<file path="src/rtl/multicycle_control.sv">
// Main control FSM for the multicycle MIPS datapath.
// Sequences fetch/decode/execute/memory/writeback per instruction and drives
// every datapath enable and mux select. Memory states hold on mem_ready.
module multicycle_control (
    input  logic       clk,
    input  logic       reset,
    input  logic [5:0] opcode,
    input  logic       mem_ready,
    output logic       pc_write,
    output logic       pc_write_cond,
    output logic       iord,
    output logic       mem_read,
    output logic       mem_write,
    output logic       mem_to_reg,
    output logic       ir_write,
    output logic [1:0] pc_source,
    output logic [1:0] aluop,
    output logic       alu_src_a,
    output logic [1:0] alu_src_b,
    output logic       reg_write,
    output logic       reg_dst,
    output logic       instr_done,
    output logic       illegal_op,
    output logic [3:0] state
);

    // State encodings (also visible on the debug port)
    localparam logic [3:0] S_FETCH  = 4'd0;
    localparam logic [3:0] S_DECODE = 4'd1;
    localparam logic [3:0] S_MEMADR = 4'd2;
    localparam logic [3:0] S_MEMRD  = 4'd3;
    localparam logic [3:0] S_MEMWB  = 4'd4;
    localparam logic [3:0] S_MEMWR  = 4'd5;
    localparam logic [3:0] S_EXEC   = 4'd6;
    localparam logic [3:0] S_RWB    = 4'd7;
    localparam logic [3:0] S_BEQ    = 4'd8;
    localparam logic [3:0] S_JUMP   = 4'd9;
    localparam logic [3:0] S_ADDIEX = 4'd10;
    localparam logic [3:0] S_ADDIWB = 4'd11;

    // Supported opcodes
    localparam logic [5:0] OP_RTYPE = 6'b000000;
    localparam logic [5:0] OP_LW    = 6'b100011;
    localparam logic [5:0] OP_SW    = 6'b101011;
    localparam logic [5:0] OP_BEQ   = 6'b000100;
    localparam logic [5:0] OP_J     = 6'b000010;
    localparam logic [5:0] OP_ADDI  = 6'b001000;

    localparam int          NUM_OPS  = 6;
    localparam logic [35:0] OP_TABLE = {OP_ADDI, OP_J, OP_BEQ, OP_SW, OP_LW, OP_RTYPE};

    logic [3:0]         r_state;
    logic [3:0]         w_state_next;
    logic [NUM_OPS-1:0] w_op_hit;
    logic               w_op_legal;

    // One comparator per supported opcode; any hit makes the opcode legal
    genvar gi;
    generate
        for (gi = 0; gi < NUM_OPS; gi++) begin : g_op_hit
            assign w_op_hit[gi] = (opcode == OP_TABLE[gi*6 +: 6]);
        end
    endgenerate

    assign w_op_legal = |w_op_hit;
    assign state      = r_state;

    // State register; reset lands in FETCH
    always_ff @(posedge clk) begin
        if (reset) begin
            r_state <= S_FETCH;
        end else begin
            r_state <= w_state_next;
        end
    end

    // Next-state logic; unused codes 12-15 fall back to FETCH
    always_comb begin
        w_state_next = S_FETCH;
        case (r_state)
            S_FETCH:  w_state_next = mem_ready ? S_DECODE : S_FETCH;
            S_DECODE: begin
                case (opcode)
                    OP_LW, OP_SW: w_state_next = S_MEMADR;
                    OP_RTYPE:     w_state_next = S_EXEC;
                    OP_BEQ:       w_state_next = S_BEQ;
                    OP_J:         w_state_next = S_JUMP;
                    OP_ADDI:      w_state_next = S_ADDIEX;
                    default:      w_state_next = S_FETCH;
                endcase
            end
            S_MEMADR: w_state_next = (opcode == OP_SW) ? S_MEMWR : S_MEMRD;
            S_MEMRD:  w_state_next = mem_ready ? S_MEMWB : S_MEMRD;
            S_MEMWR:  w_state_next = mem_ready ? S_FETCH : S_MEMWR;
            S_EXEC:   w_state_next = S_RWB;
            S_ADDIEX: w_state_next = S_ADDIWB;
            S_MEMWB, S_RWB, S_BEQ, S_JUMP, S_ADDIWB: w_state_next = S_FETCH;
            default:  w_state_next = S_FETCH;
        endcase
    end

    // Output decode; everything is quiet while reset is held so an abandoned
    // instruction cannot write anything
    always_comb begin
        pc_write      = 1'b0;
        pc_write_cond = 1'b0;
        iord          = 1'b0;
        mem_read      = 1'b0;
        mem_write     = 1'b0;
        mem_to_reg    = 1'b0;
        ir_write      = 1'b0;
        pc_source     = 2'b00;
        aluop         = 2'b00;
        alu_src_a     = 1'b0;
        alu_src_b     = 2'b00;
        reg_write     = 1'b0;
        reg_dst       = 1'b0;
        instr_done    = 1'b0;
        illegal_op    = 1'b0;
        if (!reset) begin
            case (r_state)
                S_FETCH: begin
                    // PC and IR load only in the cycle memory delivers, so a
                    // stalled fetch updates them exactly once
                    mem_read  = 1'b1;
                    alu_src_b = 2'b01;
                    ir_write  = mem_ready;
                    pc_write  = mem_ready;
                end
                S_DECODE: begin
                    // Branch target computed speculatively into ALUOut
                    alu_src_b  = 2'b11;
                    illegal_op = ~w_op_legal;
                    instr_done = ~w_op_legal;
                end
                S_MEMADR, S_ADDIEX: begin
                    alu_src_a = 1'b1;
                    alu_src_b = 2'b10;
                end
                S_MEMRD: begin
                    mem_read = 1'b1;
                    iord     = 1'b1;
                end
                S_MEMWR: begin
                    mem_write  = 1'b1;
                    iord       = 1'b1;
                    instr_done = mem_ready;
                end
                S_MEMWB: begin
                    reg_write  = 1'b1;
                    mem_to_reg = 1'b1;
                    instr_done = 1'b1;
                end
                S_EXEC: begin
                    alu_src_a = 1'b1;
                    aluop     = 2'b10;
                end
                S_RWB: begin
                    reg_write  = 1'b1;
                    reg_dst    = 1'b1;
                    instr_done = 1'b1;
                end
                S_ADDIWB: begin
                    reg_write  = 1'b1;
                    instr_done = 1'b1;
                end
                S_BEQ: begin
                    alu_src_a     = 1'b1;
                    aluop         = 2'b01;
                    pc_write_cond = 1'b1;
                    pc_source     = 2'b01;
                    instr_done    = 1'b1;
                end
                S_JUMP: begin
                    pc_write   = 1'b1;
                    pc_source  = 2'b10;
                    instr_done = 1'b1;
                end
                default: begin
                end
            endcase
        end
    end

endmodule

</file>
<file path="config.mk">
export PLATFORM = sky130hd
export DESIGN_NAME = multicycle_control
export DESIGN_NICKNAME = d
export VERILOG_FILES = /design/src/rtl/multicycle_control.sv
export SDC_FILE = /design/constraint.sdc
export NUM_CORES = 1
export LEC_CHECK = 0
export CAP_MARGIN = 20
export CELL_PAD_IN_SITES_DETAIL_PLACEMENT = 1
export CELL_PAD_IN_SITES_GLOBAL_PLACEMENT = 1
export CORE_MARGIN = 1.5
export CORE_UTILIZATION = 28
export CTS_CLUSTER_DIAMETER = 200
export CTS_CLUSTER_SIZE = 25
export DETAILED_ROUTE_END_ITERATION = 16
export PLACE_DENSITY_LB_ADDON = 0.1
export SLEW_MARGIN = 20
export SYNTH_ARGS = -nofsm -noshare
export SYNTH_HDL_FRONTEND = slang
export SYNTH_SLANG_ARGS = --single-unit
</file>
<file path="constraint.sdc">
create_clock -name clk -period 3 [get_ports clk]
set_input_delay 0.6 -clock clk [delete_from_list [all_inputs] [get_ports clk]]
set_output_delay 0.6 -clock clk [all_outputs]
set_load 0.01 [all_outputs]
</file>
==> results.json <==
{
  "status": "complete, no violations",
  "leakage_nw": 0.357,
  "rsz0062_at_grt": "false",
  "io_buffers": 30,
  "synth_area_leaders": "dfxtp_1 13%, nor3_1 11%, nor2_1 6.1%",
  "peakVddDrop_v": 0.0000920,
  "place_hpwl_mm": 1.73,
  "cts_tree": "done",
  "synth-edff-count": 0,
  "ant_nets": 0,
  "drive_gt1_share_pct": 13.7,
  "num-fill-cells": 266,
  "end_kind": "output pin",
  "holdWs_ns": 0.628,
  "cts_buffer_depth": 2,
  "p_sw_uw": 54.6,
  "grt_pass1_wl_mm": 3.69,
  "seq_power_share_pct": 30.1,
  "antenna_found_initial": 0,
  "place_congestion": 0.754,
  "synth_cell_type_count": 40,
  "syn_avg_cell_area_um2": 6.64,
  "h-tree-depth": 1,
  "slew_viol_final": 0,
  "min_period_ns": 2.85,
  "combPwrFrac_pct": 35.0,
  "cts_root_buffer": "clkbuf_4",
  "crit_required_ns": 2.40,
  "synth-seq-cells": 4,
  "dr_total_vias": 805,
  "largest_reg_flops": 4,
  "viasPerCell": 5.33,
  "wirelength_mm": 2.14,
  "clkPwrFrac_pct": 34.9,
  "finalPower_uw": 188,
  "grt_remaining_overflow": 0,
  "n_antenna_cell": 0,
  "first_pass_iters": 4,
  "nNetsFinal": 135,
  "design_area_um2": 991,
  "place_ws_ns": -0.0544,
  "maxCapViolations": 0,
  "area_delta_synth_final_pct": 62.3,
  "setup_ws_ns": 0.152,
  "fmax_ghz": 0.351,
  "start_kind": "input pin",
  "critical_path_class": "in -> out",
  "cts.clk_slew.worst_paths_ns": 0.04,
  "yosysTopAreaCell": "dfxtp_1",
  "yosys.area.top_type_share_pct": 13.1,
  "hold_path.class": "reg -> reg",
  "finalClockSkew_ns": 0.000394,
  "synth_warnings": 0,
  "slew-limit-headroom_pct": 59.8,
  "switching_share_pct": 29.0,
  "synth_cells": 92,
  "dpl_cell_area_um2": 965,
  "finalHoldViolations": 0,
  "grt_max_degree": 19,
  "dr.first_iter.drc_count": 8,
  "multi_input_area_um2": 479,
  "postCtsSetupRepairBufs": 0,
  "rows": 16,
  "tightestPinTransition_ns": 0.602,
  "regArea_um2": 80.1,
  "die_h_um": 49.7,
  "synthFlopType": "dfxtp_1",
  "critical_path_arrival_ns": 2.25,
  "period_share_pct": 94.9,
  "die_w_um": 49.7,
  "path_max_fanout": 2,
  "syn-num-nets": 101,
  "cts_sinks": 4,
  "p_int_uw": 134,
  "numCtsBuffers": 3,
  "insertion_delay_ns": 0.23,
  "setup_viol": 0,
  "ys_seq_area_share_pct": 13.1,
  "initial_core_util_pct": 30.5,
  "ioPinCount": 31,
  "async_reset_ff_share_pct": 0,
  "syn_area_um2": 611,
  "drc_errors": 0,
  "track_usage_pct": 18.9,
  "grt_pass1_vias": 792,
  "coreArea_mm2": 0.00200,
  "dieArea_mm2": 0.00247,
  "routedWlPerCell_um": 14.1,
  "pwr_density_cell_mw_per_mm2": 190
}
==> repair_timing <==
item | in CTS | in global routing
setup endpoints to repair | 1 | 2
resized for setup | 1 | 2
hold buffers | 0 | 0
pin swaps | 0 | 1
==> synth_stat cells, types with 2 or more instances <==
library cell	n
a21oi_1	6
clkbuf_1	3
nand2b_1	5
nor4_1	6
nor4b_1	2
dfxtp_1	4
buf_2	5
nor2_1	10
o21ai_0	2
o211ai_1	4
nand2_1	4
nor3_1	13
==> path summary, 6_finish.rpt <==
kind | end | from | slack [ns] | cells after the start
min reg2reg | state[3] | state[3] | 0.63 | 2
max reg2reg | state[2] | state[1] | 1.23 | 5
min | state[3] | state[3] | 0.63 | 2
max | instr_done | opcode[0] | 0.15 | 6
==> worst max-delay path: stages <==
cell and delay [ns]:
clkdlybuf4s50_1 0.43, or3_4 0.40, nor4_2 0.17, and4b_4 0.24, a21o_1 0.14, dlygate4sd2_1 0.27
==> per-stage QoR <==
| step | cells | utilization (%) | TNS, ns |
|---|---|---|---|
| final | 151 | 49.5 | 0 |
| after CTS | 151 | 49.3 | 0 |
| after global placement | 148 | 48.2 | -0.0379 |
| after detailed placement | 148 | 48.2 | -0.0544 |
| after global routing | 151 | 49.5 | 0 |
| after floorplan | 92 | - | 0 |
==> power by group through the flow <==
stage,clock network (mW),logic [mW],registers [mW]
after detailed placement,0,0.0670,0.0574
final,0.0657,0.0660,0.0566
after global routing,0.0743,0.0722,0.0568
after CTS,0.0685,0.0668,0.0565
after floorplan,0,0.0304,0.0561
after global placement,0,0.0651,0.0573
==> per-layer routing <==
metal	GRT usage, %	wire, um
met3	1.82	46
met4	6.94	0
met1	24.0	969
met2	32.9	1120
met5	0	0
==> kinds of logic after synthesis <==
group,Yosys count,share of synthesized area [%]
DFF,4,13.1
AOI/OAI and AO/OA,22,24.6
buffers and inverters,11,8.40
and+or+nand+nor,53,51.0
xor gates and xnor gates,2,2.87
==> final cells by class <==
| type | instances | share of cell area (%) |
|---|---|---|
| sequential | 4 | 8.08 |
| inverter | 1 | 0.379 |
| timing repair buffer | 39 | 37.5 |
| clock buffer | 3 | 2.27 |
| multi-input combinational | 77 | 48.4 |
| tap | 27 | 3.41 |
==> cell usage in the layout (no fill, tap or decap), drive strengths merged, types with 3 or more instances in the layout <==
cell,count
nand2,4
clkdlybuf4s50,27
nor3,13
a21oi,6
dfxtp,4
clkbuf,3
nand2b,5
nor4,7
o211ai,4
buf,9
o21ai,3
nor2,10
No activity file was read; power rests on OpenSTA's default activity.
